[src/rtl/pong_pkg.sv]
// Shared Pong definitions: screen/object geometry, colours, sequencer states and draw-op encoding.
// Also reused by the game controller so both blocks agree on object sizes.
package pong_pkg;

  localparam int PONG_BALL_SIZE      = 4;
  localparam int PONG_PADDLE_HEIGHT  = 32;
  localparam int PONG_PADDLE_DEPTH   = 8;
  localparam int PONG_LEFT_PADDLE_X  = 16;
  localparam int PONG_RIGHT_PADDLE_X = 776;
  localparam int PONG_X_SCREEN       = 800;
  localparam int PONG_Y_SCREEN       = 600;

  localparam logic [2:0] PONG_BG_COLOR = 3'b000;
  localparam logic [2:0] PONG_FG_COLOR = 3'b111;

  typedef enum logic [1:0] {
    IDLE  = 2'd0,
    ERASE = 2'd1,
    DRAW  = 2'd2,
    TICK  = 2'd3
  } seq_state_e;

  typedef enum logic [1:0] {
    OP_BALL  = 2'd0,
    OP_LEFT  = 2'd1,
    OP_RIGHT = 2'd2
  } op_e;

  typedef struct packed {
    logic valid;
    op_e  op;
  } next_op_t;

  // Next op in the same phase after cur; valid=0 when the phase is exhausted.
  function automatic next_op_t next_op(input op_e cur, input logic skip_left, input logic skip_right);
    next_op_t r;
    r.valid = 1'b0;
    r.op    = OP_BALL;
    case (cur)
      OP_BALL: begin
        if (!skip_left) begin
          r.valid = 1'b1;
          r.op    = OP_LEFT;
        end else if (!skip_right) begin
          r.valid = 1'b1;
          r.op    = OP_RIGHT;
        end else begin
          r.valid = 1'b0;
        end
      end
      OP_LEFT: begin
        if (!skip_right) begin
          r.valid = 1'b1;
          r.op    = OP_RIGHT;
        end else begin
          r.valid = 1'b0;
        end
      end
      default: r.valid = 1'b0;
    endcase
    return r;
  endfunction

endpackage

[src/rtl/pong_rect_mux.sv]
// Combinational selection of the fill rectangle for one draw op: which object, erase or draw,
// and old or new position. ERASE on the first frame selects a full-screen clear instead.
module pong_rect_mux
  import pong_pkg::*;
#(
  parameter int         BALL_SIZE       = PONG_BALL_SIZE,
  parameter int         PADDLE_HEIGHT   = PONG_PADDLE_HEIGHT,
  parameter int         PADDLE_DEPTH    = PONG_PADDLE_DEPTH,
  parameter int         LEFT_PADDLE_X   = PONG_LEFT_PADDLE_X,
  parameter int         RIGHT_PADDLE_X  = PONG_RIGHT_PADDLE_X,
  parameter int         X_SCREEN_PIXELS = PONG_X_SCREEN,
  parameter int         Y_SCREEN_PIXELS = PONG_Y_SCREEN,
  parameter logic [2:0] BG_COLOR        = PONG_BG_COLOR,
  parameter logic [2:0] FG_COLOR        = PONG_FG_COLOR
) (
  input  op_e        op_i,
  input  seq_state_e phase_i,
  input  logic       first_frame_i,
  input  logic [9:0] old_ball_x_i,
  input  logic [9:0] old_ball_y_i,
  input  logic [9:0] old_left_y_i,
  input  logic [9:0] old_right_y_i,
  input  logic [9:0] new_ball_x_i,
  input  logic [9:0] new_ball_y_i,
  input  logic [9:0] new_left_y_i,
  input  logic [9:0] new_right_y_i,
  output logic [9:0] rect_x_o,
  output logic [9:0] rect_y_o,
  output logic [9:0] rect_w_o,
  output logic [9:0] rect_h_o,
  output logic [2:0] rect_color_o
);

  localparam logic [9:0] BALL_W  = 10'(BALL_SIZE);
  localparam logic [9:0] PAD_H   = 10'(PADDLE_HEIGHT);
  localparam logic [9:0] PAD_W   = 10'(PADDLE_DEPTH);
  localparam logic [9:0] LEFT_X  = 10'(LEFT_PADDLE_X);
  localparam logic [9:0] RIGHT_X = 10'(RIGHT_PADDLE_X);
  localparam logic [9:0] SCR_W   = 10'(X_SCREEN_PIXELS);
  localparam logic [9:0] SCR_H   = 10'(Y_SCREEN_PIXELS);

  logic       draw_s;
  logic [9:0] ball_x_s;
  logic [9:0] ball_y_s;
  logic [9:0] left_y_s;
  logic [9:0] right_y_s;

  // Rectangle payload for the selected op and phase.
  always_comb begin
    draw_s       = (phase_i == DRAW);
    ball_x_s     = draw_s ? new_ball_x_i  : old_ball_x_i;
    ball_y_s     = draw_s ? new_ball_y_i  : old_ball_y_i;
    left_y_s     = draw_s ? new_left_y_i  : old_left_y_i;
    right_y_s    = draw_s ? new_right_y_i : old_right_y_i;
    rect_x_o     = 10'd0;
    rect_y_o     = 10'd0;
    rect_w_o     = 10'd0;
    rect_h_o     = 10'd0;
    rect_color_o = BG_COLOR;
    if ((phase_i == ERASE) && first_frame_i) begin
      rect_w_o = SCR_W;
      rect_h_o = SCR_H;
    end else if ((phase_i == ERASE) || (phase_i == DRAW)) begin
      rect_color_o = draw_s ? FG_COLOR : BG_COLOR;
      case (op_i)
        OP_BALL: begin
          rect_x_o = ball_x_s;
          rect_y_o = ball_y_s;
          rect_w_o = BALL_W;
          rect_h_o = BALL_W;
        end
        OP_LEFT: begin
          rect_x_o = LEFT_X;
          rect_y_o = left_y_s;
          rect_w_o = PAD_W;
          rect_h_o = PAD_H;
        end
        OP_RIGHT: begin
          rect_x_o = RIGHT_X;
          rect_y_o = right_y_s;
          rect_w_o = PAD_W;
          rect_h_o = PAD_H;
        end
        default: begin
          rect_x_o = 10'd0;
          rect_y_o = 10'd0;
          rect_w_o = 10'd0;
          rect_h_o = 10'd0;
        end
      endcase
    end else begin
      rect_color_o = BG_COLOR;
    end
  end

endmodule

[src/rtl/pong_draw_sequencer.sv]
// Per-frame erase/draw sequencer sharing one rect-fill engine among ball and paddles, then ticking the game.
// Optional PONG_SKIP_STATIC_EN: skip paddle erase/draw when the paddle did not move.
module pong_draw_sequencer
  import pong_pkg::*;
#(
  parameter int         BALL_SIZE       = PONG_BALL_SIZE,
  parameter int         PADDLE_HEIGHT   = PONG_PADDLE_HEIGHT,
  parameter int         PADDLE_DEPTH    = PONG_PADDLE_DEPTH,
  parameter int         LEFT_PADDLE_X   = PONG_LEFT_PADDLE_X,
  parameter int         RIGHT_PADDLE_X  = PONG_RIGHT_PADDLE_X,
  parameter int         X_SCREEN_PIXELS = PONG_X_SCREEN,
  parameter int         Y_SCREEN_PIXELS = PONG_Y_SCREEN,
  parameter logic [2:0] BG_COLOR        = PONG_BG_COLOR,
  parameter logic [2:0] FG_COLOR        = PONG_FG_COLOR,
  parameter int         TICK_DIV        = 1
) (
  input  logic       clock,
  input  logic       resetn,
  input  logic       frame_start,
  input  logic [9:0] ball_x,
  input  logic [9:0] ball_y,
  input  logic [9:0] left_y,
  input  logic [9:0] right_y,
  output logic       rect_valid,
  input  logic       rect_ready,
  output logic [9:0] rect_x,
  output logic [9:0] rect_y,
  output logic [9:0] rect_w,
  output logic [9:0] rect_h,
  output logic [2:0] rect_color,
  output logic       game_enable,
  output logic       busy,
  output logic       overrun
);

  localparam logic [3:0] TICK_DIV_C = 4'(TICK_DIV);

  seq_state_e state_q;
  op_e        op_q;
  logic       first_frame_q;
  logic       valid_q;
  logic       busy_q;
  logic       overrun_q;
  logic       game_enable_q;
  logic [3:0] tick_cnt_q;
  logic [9:0] old_ball_x_q, old_ball_y_q, old_left_y_q, old_right_y_q;
  logic [9:0] new_ball_x_q, new_ball_y_q, new_left_y_q, new_right_y_q;
  logic [9:0] rect_x_q, rect_y_q, rect_w_q, rect_h_q;
  logic [2:0] rect_color_q;

  logic       skip_left_s;
  logic       skip_right_s;
  op_e        sel_op_s;
  seq_state_e sel_phase_s;
  next_op_t   nxt_op_s;
  logic [9:0] rect_x_d, rect_y_d, rect_w_d, rect_h_d;
  logic [2:0] rect_color_d;

  // Op selection for the payload mux and the successor op within the current phase.
  always_comb begin
`ifdef PONG_SKIP_STATIC_EN
    skip_left_s  = !first_frame_q && (new_left_y_q == old_left_y_q);
    skip_right_s = !first_frame_q && (new_right_y_q == old_right_y_q);
`else
    skip_left_s  = 1'b0;
    skip_right_s = 1'b0;
`endif
    if (state_q == IDLE) begin
      // The first op of a frame is loaded straight out of IDLE; it never depends on new positions.
      sel_op_s    = OP_BALL;
      sel_phase_s = ERASE;
    end else begin
      sel_op_s    = op_q;
      sel_phase_s = state_q;
    end
    if ((state_q == ERASE) && first_frame_q) begin
      nxt_op_s.valid = 1'b0;
      nxt_op_s.op    = OP_BALL;
    end else begin
      nxt_op_s = next_op(op_q, skip_left_s, skip_right_s);
    end
  end

  pong_rect_mux #(
    .BALL_SIZE       (BALL_SIZE),
    .PADDLE_HEIGHT   (PADDLE_HEIGHT),
    .PADDLE_DEPTH    (PADDLE_DEPTH),
    .LEFT_PADDLE_X   (LEFT_PADDLE_X),
    .RIGHT_PADDLE_X  (RIGHT_PADDLE_X),
    .X_SCREEN_PIXELS (X_SCREEN_PIXELS),
    .Y_SCREEN_PIXELS (Y_SCREEN_PIXELS),
    .BG_COLOR        (BG_COLOR),
    .FG_COLOR        (FG_COLOR)
  ) u_rect_mux (
    .op_i          (sel_op_s),
    .phase_i       (sel_phase_s),
    .first_frame_i (first_frame_q),
    .old_ball_x_i  (old_ball_x_q),
    .old_ball_y_i  (old_ball_y_q),
    .old_left_y_i  (old_left_y_q),
    .old_right_y_i (old_right_y_q),
    .new_ball_x_i  (new_ball_x_q),
    .new_ball_y_i  (new_ball_y_q),
    .new_left_y_i  (new_left_y_q),
    .new_right_y_i (new_right_y_q),
    .rect_x_o      (rect_x_d),
    .rect_y_o      (rect_y_d),
    .rect_w_o      (rect_w_d),
    .rect_h_o      (rect_h_d),
    .rect_color_o  (rect_color_d)
  );

  // Sequencer FSM, fill handshake, position history and game-tick divider.
  always_ff @(posedge clock or negedge resetn) begin
    if (!resetn) begin
      state_q       <= IDLE;
      op_q          <= OP_BALL;
      first_frame_q <= 1'b1;
      valid_q       <= 1'b0;
      busy_q        <= 1'b0;
      overrun_q     <= 1'b0;
      game_enable_q <= 1'b0;
      tick_cnt_q    <= 4'd0;
      old_ball_x_q  <= 10'd0;
      old_ball_y_q  <= 10'd0;
      old_left_y_q  <= 10'd0;
      old_right_y_q <= 10'd0;
      new_ball_x_q  <= 10'd0;
      new_ball_y_q  <= 10'd0;
      new_left_y_q  <= 10'd0;
      new_right_y_q <= 10'd0;
      rect_x_q      <= 10'd0;
      rect_y_q      <= 10'd0;
      rect_w_q      <= 10'd0;
      rect_h_q      <= 10'd0;
      rect_color_q  <= 3'b000;
    end else begin
      game_enable_q <= 1'b0;
      if (frame_start && (state_q != IDLE)) begin
        overrun_q <= 1'b1;
      end
      case (state_q)
        IDLE: begin
          if (frame_start) begin
            new_ball_x_q  <= ball_x;
            new_ball_y_q  <= ball_y;
            new_left_y_q  <= left_y;
            new_right_y_q <= right_y;
            state_q       <= ERASE;
            op_q          <= OP_BALL;
            busy_q        <= 1'b1;
            valid_q       <= 1'b1;
            rect_x_q      <= rect_x_d;
            rect_y_q      <= rect_y_d;
            rect_w_q      <= rect_w_d;
            rect_h_q      <= rect_h_d;
            rect_color_q  <= rect_color_d;
          end
        end
        ERASE, DRAW: begin
          if (valid_q) begin
            if (rect_ready) begin
              valid_q <= 1'b0;
              if (nxt_op_s.valid) begin
                op_q <= nxt_op_s.op;
              end else if (state_q == ERASE) begin
                state_q <= DRAW;
                op_q    <= OP_BALL;
              end else begin
                old_ball_x_q  <= new_ball_x_q;
                old_ball_y_q  <= new_ball_y_q;
                old_left_y_q  <= new_left_y_q;
                old_right_y_q <= new_right_y_q;
                first_frame_q <= 1'b0;
                state_q       <= TICK;
                if ((tick_cnt_q + 4'd1) == TICK_DIV_C) begin
                  game_enable_q <= 1'b1;
                  tick_cnt_q    <= 4'd0;
                end else begin
                  tick_cnt_q <= tick_cnt_q + 4'd1;
                end
              end
            end
          end else begin
            // Gap cycle after a transfer: present the newly entered op.
            valid_q      <= 1'b1;
            rect_x_q     <= rect_x_d;
            rect_y_q     <= rect_y_d;
            rect_w_q     <= rect_w_d;
            rect_h_q     <= rect_h_d;
            rect_color_q <= rect_color_d;
          end
        end
        TICK: begin
          state_q <= IDLE;
          busy_q  <= 1'b0;
        end
        default: begin
          state_q <= IDLE;
          busy_q  <= 1'b0;
          valid_q <= 1'b0;
        end
      endcase
    end
  end

  assign rect_valid  = valid_q;
  assign rect_x      = rect_x_q;
  assign rect_y      = rect_y_q;
  assign rect_w      = rect_w_q;
  assign rect_h      = rect_h_q;
  assign rect_color  = rect_color_q;
  assign game_enable = game_enable_q;
  assign busy        = busy_q;
  assign overrun     = overrun_q;

endmodule
[config.mk]
export PLATFORM = sky130hd
export DESIGN_NAME = pong_draw_sequencer
export DESIGN_NICKNAME = d
export VERILOG_FILES = /design/src/rtl/pong_pkg.sv /design/src/rtl/pong_rect_mux.sv /design/src/rtl/pong_draw_sequencer.sv
export SDC_FILE = /design/constraint.sdc
export NUM_CORES = 1
export LEC_CHECK = 0
export ABC_CLOCK_PERIOD_IN_PS = 2700
export CAP_MARGIN = 40
export CORE_MARGIN = 1.5
export CORE_UTILIZATION = 53
export DETAILED_ROUTE_END_ITERATION = 8
export GPL_TIMING_DRIVEN = 1
export PLACE_DENSITY_LB_ADDON = 0.08
export SLEW_MARGIN = 25
export SYNTH_ARGS = -nofsm -noshare
export SYNTH_HDL_FRONTEND = slang
export SYNTH_SLANG_ARGS = --single-unit
export TNS_END_PERCENT = 100
[constraint.sdc]
create_clock -name clock -period 2.7 [get_ports clock]
set_input_delay 0.27 -clock clock [delete_from_list [all_inputs] [get_ports clock]]
set_output_delay 0.27 -clock clock [all_outputs]
set_load 0.01 [all_outputs]
==> qor.yml, run 1 <==
setup_path:
  slowest_stage: "dfrtp_1"
  r2r_setup_slack_ns: 0.34
  crit_end: "rect_y[7]"
  worst_setup_path_end_kind: "flop"
  slowest_delay_ns: 0.43
  cp_top_family: "compound AO/OA/AOI/OAI gates"
  critPathLaunchType: "flop"
  critPathBufInv: 3
  r2r-end: "rect_y[7]"
  arrival_ns: 2.75
  cp_max_fo: 19
  reg2reg_from: "state_q[1]"
  cp_cell_sequence: "inv_1 > ha_1 > nor2b_2 > inv_1 > ha_1 > buf_8 > a221oi_1 > a21oi_1 > a21oi_1 > o21ai_1"
  worstRegToRegCells: 10
  crit_start: "state_q[1]"
  crit_cells: 10
  cp.required_ns: 3.09
  worstSetupPathType: "flop to flop"
placement:
  port-buffer-count: 81
  hpwl_um: 7190
  post_dp_cell_area_um2: 6230
  place.gp.congestion: 0.823
floorplanning:
  dieArea_um2: 10700
  ios: 91
  start_util_pct: 54.7
  row_count: 36
  core-area_um2: 9770
  die_w_um: 103
  die_h_um: 103
layout:
  design_area_um2: 6820
  final_layout_size_suffix_gt1_share_pct: 28.2
  fin_nets: 564
  area_growth_pct: 27.5
  num_antenna_cells: 0
route:
  detail_route.wl_per_cell_um: 16.3
  routed_wl_um: 10600
  wl_met3_um: 549
  routed_via_density: 5.45
  drcViolationCount: 0
  drtAntennaViolNets: 0
  vias: 3572
  met2_length_um: 4980
  drt_first_pass_iters: 4
  drt-met1-wl_um: 4920
  drt_iter0_drc: 140
  dr.max_layer_used: "met4"
clocking:
  clock_latency_ns: 0.53
  htree_levels: 4
  cts_root_buf: "clkbuf_8"
  cts_made_buffers: 17
  clockBufferDepth: 2
  cts_tree: "built"
  post_cts_buffers: 0
  cts.sinks: 117
  path_clk_slew_ns: 0.05
sta:
  slew_headroom_pct: 65.8
  hold_viol: 0
  clock-skew-final_ns: 0.0124
  tns_ns: 0
  fin_crit_sh_pct: 87.4
  slew_violations: 0
  clock.fmax_mhz: 424
  rsz0062_at_grt: "no"
  setup_viol: 0
  worst_pin_slew_ns: 0.512
  fin_crit_ns: 2.36
power:
  vdd_ir_drop_max_uv: 685
  power_density_nw_per_um2: 1170
  leakagePower_uw: 0.00303
  power_uw: 7950
flow_run:
  cap_violations: 0
global_route:
  grt_pass1_vias: 3424
  antenna_found_initial: 0
  grt_max_degree: 61
  grt_overflow: 0
  grt_usage_pct: 22.1
  grt_pass1_wl_um: 17300
synth:
  ys_top_cells_by_count: "dfrtp_1, mux2_2, nand2_1, a21oi_1, buf_4"
  ys_warn_count: 0
  avgSynthCellArea_um2: 12.4
  syn-cell-area_um2: 5350
  syn_inst: 431
  synthTopCellsByArea: "dfrtp_1, mux2_2, buf_4"
  yosysMostFrequentCell: "dfrtp_1"
  ys_types: 36
  ys_seq_area_share_pct: 54.7
  synth_area_leader_cell: "dfrtp_1"
  synth_flop_cell: "dfrtp_1"
  synth_top_area_share_pct: 54.2
  synth-edff-count: 0
  async_flop_share_pct: 100
  synth_seq_cells: 117
status:
  status: "finished, final reports clean"
hold_path:
  min-delay-path-class: "primary input to asynchronous set/reset pin"
==> metrics by stage <==
stage	hold slack, ns	util, %	setup WS (ns)	cells
final	0.202	69.8	0.341	655
after global routing	0.237	69.8	0.119	655
after CTS	0.183	69.8	0.212	655
after detailed placement	0.204	63.7	0.291	622
after global placement	0.206	63.6	0.269	621
after floorplan	-0.0256	-	0.375	439
==> how the worst min path moves through the flow <==
stage                     cells after the start   start         endpoint  slack (ns)
final                                         2  resetn        rect_w[8]        0.20
after global routing                          2  resetn    tick_cnt_q[1]        0.24
after CTS                                     2  resetn  old_left_y_q[5]        0.18
after detailed placement                      1  resetn        rect_w[8]        0.20
after global placement                        1  resetn        rect_w[8]        0.21
after floorplan                               0  resetn             busy       -0.03
==> cells by family after synthesis <==
logic type,count (synthesis),synth area share [%]
DFF,117,54.7
buffers and inverters,55,5.45
and+or+nand+nor,56,4.86
xor gates and xnor gates,2,0.327
other,1,0.0701
adders and majority gates,11,2.57
AOI/OAI and AO/OA,83,9.87
muxes,106,22.1
==> state kept, by name, indices dropped and copies added, names as in the netlist <==
register and cells:
new_left_y_q 10, old_ball_x_q 10, rect_color 1, new_ball_y_q 10, new_right_y_q 10, old_ball_y_q 10, new_ball_x_q 10, busy 1
rect_valid 1, first_frame_q 1, rect_y 10, op_q 2, old_left_y_q 10, overrun 1, tick_cnt_q 4, rect_w 3
game_enable 1, state_q 2, old_right_y_q 10, rect_x 10
==> worst reg2reg max path, delay by kind of cell, from the launching register on <==
| family | cells | cell delay [ns] |
|---|---|---|
| buffers and inverters | 3 | 0.45 |
| adders and majority gates | 2 | 0.56 |
| DFF | 1 | 0.43 |
| and+or+nand+nor | 1 | 0.21 |
| AOI/OAI and AO/OA | 4 | 0.58 |
==> cells in the final DEF (no fill, tap or decap), types with 6 or more instances in the layout <==
cell               n
dfrtp_1          116
mux2_2            98
clkdlybuf4s50_1   80
nand2_1           31
a21oi_1           28
clkbuf_16         16
o21ai_0           15
buf_4             12
inv_1             11
o21ai_1           11
a22oi_1           10
a221oi_1          10
ha_1              10
conb_1             9
mux2i_1            8
nor2_1             6
==> where the power goes <==
part           leakage (uW)  total, uW  internal (uW)  switching, uW
Combinational       0.00127       2800           1470           1330
Sequential          0.00147       2950           2470            483
Clock              0.000286       2200           1450            753
==> what timing repair did <==
action	4_1_cts	5_1_grt
hold buffers	1	0
hold endpoints to repair	24	0
resized for setup	0	1
setup endpoints to repair	0	3
==> routing by layer <==
layer	vias up	GRT usage [%]
li1	1669	-
met5	-	0
met3	12	5.98
met1	1788	30.1
met4	0	9.98
met2	103	33.3
==> final cells by class <==
type / instances / area [um^2]
sequential: 117 / 2930
fill: 735 / 2950
inverter: 11 / 41.3
timing repair buffer: 95 / 936
tap: 133 / 166
clock buffer: 23 / 457
multi-input combinational: 267 / 2170
clock inverter: 9 / 126
(Power assumes the default switching activity.)
==> run 2: changes to the inputs <==
CELL_PAD_IN_SITES_DETAIL_PLACEMENT = 0   (was default)
CELL_PAD_IN_SITES_GLOBAL_PLACEMENT = 2   (was default)
CORE_UTILIZATION = 36   (was 53)
SKIP_CTS_REPAIR_TIMING = 1   (was default)
==> run 2 against run 1 <==
  * Register-to-register slack got worse by 0.07 ns
  * Cell count rose by 7.8%
  * Non-clock buffer count rose by 1
  * Via count fell by 1.4%
  * Hold slack improved by 0.092 ns
  * Sequential power barely moved
  * Power rose by 2.6%
  * Clock power rose by 8%
  * Critical path type unchanged
==> qor.yml, run 2 (synthesized netlist as in run 1, its figures left out) <==
global_route:
  grt_pass1_wl_um: 19600  # was 17300 um
  grt_usage_pct: 16.4  # was 22.1%
  grt_pass1_vias: 3602  # was 3424
  grt_max_degree: 72  # was 61
  grt_overflow: 0  # unchanged
  antenna_found_initial: 0  # unchanged
placement:
  dp.cells: 674  # was 622
  post_dp_cell_area_um2: 6300  # was 6230 um^2
  place.gp.congestion: 0.743  # was 0.823
  place_ws_ns: 0.262  # was 0.291 ns
  hpwl_um: 7790  # was 7190 um
  port-buffer-count: 81  # unchanged
layout:
  instances_no_fill: 706  # was 655
  final_cell_mix: "dfrtp_1, mux2_2, clkdlybuf4s50_1"  # unchanged
  area_growth_pct: 29.6  # was 27.5%
  design_area_um2: 6930  # was 6820 um^2
  multi_input_area_um2: 2170  # about the same
  n_fill_cell: 1317  # was 735
  regArea_um2: 2930  # unchanged
  num_antenna_cells: 0  # unchanged
  final_layout_size_suffix_gt1_share_pct: 28.2  # unchanged
  mostFrequentLayoutCell: "dfrtp_1"  # unchanged
  fin_nets: 565  # was 564
setup_path:
  worst_setup_path_end_kind: "flop"  # unchanged
  r2r-end: "rect_y[3]"  # was rect_y[7]
  r2r_setup_slack_ns: 0.27  # was 0.34 ns
  reg2reg_from: "state_q[1]"  # unchanged
  worstRegToRegCells: 10  # unchanged
  worstSetupPathType: "flop to flop"  # unchanged
  critPathLaunchType: "flop"  # unchanged
  cp.required_ns: 2.98  # was 3.09 ns
  arrival_ns: 2.71  # was 2.75 ns
  cp_max_fo: 15  # was 19
clocking:
  clock_latency_ns: 0.41  # was 0.53 ns
  cts_root_buf: "clkbuf_16"  # was clkbuf_8
  cts.sinks: 117  # unchanged
  htree_levels: 4  # unchanged
  path_clk_slew_ns: 0.05  # about the same
  cts_made_buffers: 17  # unchanged
  cts_tree: "built"  # unchanged
  clockBufferDepth: 2  # unchanged
flow_run:
  cap_violations: 0  # unchanged
power:
  internal_power_uw: 5550  # was 5380 uW
  p_sw_uw: 2600  # was 2570 uW
  leakagePower_uw: 0.00306  # was 0.00303 uW
  clock_power_share_pct: 29.2  # was 27.7%
  power_density_nw_per_um2: 1180  # was 1170 nW/um^2
  swShare_pct: 31.9  # was 32.3%
  vdd_ir_drop_max_uv: 541  # was 685 uV
  seq_power_share_pct: 36.2  # was 37.1%
  combPwrFrac_pct: 34.6  # was 35.2%
sta:
  rsz0062_at_grt: "no"  # unchanged
  hold_viol: 0  # unchanged
  slew_headroom_pct: 66.3  # was 65.8%
  slew_violations: 0  # unchanged
  clock.fmax_mhz: 411  # was 424 MHz
  clock-skew-final_ns: 0.00850  # was 0.0124 ns
  worst_slack_ns: 0.269  # was 0.341 ns
  fin_crit_sh_pct: 90.0  # was 87.4%
  setup_viol: 0  # unchanged
  fin_crit_ns: 2.43  # was 2.36 ns
  tns_ns: 0  # unchanged
  worst_pin_slew_ns: 0.506  # was 0.512 ns
floorplanning:
  row_count: 44  # was 36
  die_w_um: 125  # was 103 um
  ios: 91  # unchanged
  start_util_pct: 36.8  # was 54.7%
  core-area_um2: 14500  # was 9770 um^2
  dieArea_um2: 15600  # was 10700 um^2
  die_h_um: 125  # was 103 um
route:
  drcViolationCount: 0  # unchanged
  drt_first_pass_iters: 4  # unchanged
  routed_via_density: 4.99  # was 5.45
  routed_wl_um: 11800  # was 10600 um
  detail_route.wl_per_cell_um: 16.8  # was 16.3 um
  vias: 3522  # was 3572
  drt_iter0_drc: 155  # was 140
  drtAntennaViolNets: 0  # unchanged
status:
  status: "finished, final reports clean"  # unchanged
hold_path:
  min-delay-path-class: "primary input to asynchronous set/reset pin"  # unchanged
## run 2: metrics by stage
| step | total power [uW] | hold slack, ns | util [%] |
|---|---|---|---|
| 6_report | 8160 | 0.294 | 47.7 |
| 5_1_grt | 8740 | 0.309 | 47.7 |
| 4_1_cts | 8270 | -0.250 | 47.6 |
| 3_5_place_dp | 5840 | 0.195 | 43.4 |
| 3_3_place_gp | 5760 | 0.199 | 43.4 |
| 2_1_floorplan | 4810 | -0.0256 | - |
## run 2: layer usage
metal	up-vias	wire (um)	track usage (%)	part of all wire, %
met5	-	0	0	0
met4	0	193	6.62	1.6
met3	16	469	4.12	4.0
met2	74	5410	24.8	46
met1	1761	5770	22.6	49
li1	1671	-	-	-
## run 2: worst max-delay path by stage
stage	end	cells past startpoint	start
2_1_floorplan	rect_y[0]	12	state_q[1]
3_3_place_gp	rect_y[3]	10	state_q[1]
3_5_place_dp	rect_y[3]	10	state_q[1]
4_1_cts	rect_y[3]	10	state_q[1]
5_1_grt	rect_y[7]	10	state_q[0]
6_report	rect_y[3]	10	state_q[1]
## run 2: power groups by stage
| stage | Combinational [uW] | Sequential (uW) | Clock [uW] |
|---|---|---|---|
| final | 2820 | 2960 | 2380 |
| after global routing | 3150 | 3060 | 2530 |
| after CTS | 2860 | 2960 | 2450 |
| after detailed placement | 2850 | 2990 | 0 |
| after global placement | 2810 | 2950 | 0 |
| after floorplan | 1950 | 2860 | 0 |
## run 2: worst max-delay path, stage by stage (launching register included)
cell	delay (ns)
dfrtp_1	0.43
inv_1	0.10
ha_1	0.23
nor2b_1	0.32
inv_1	0.16
ha_1	0.24
buf_4	0.19
a221oi_1	0.28
a21oi_1	0.07
a21oi_1	0.19
o21ai_1	0.08
## run 2: layout make-up
cell class	count	area share, %
sequential	117	42.2
multi-input combinational	267	31.2
timing repair buffer	96	13.7
clock buffer	20	6.30
tap	184	3.32
clock inverter	11	2.63
inverter	11	0.595
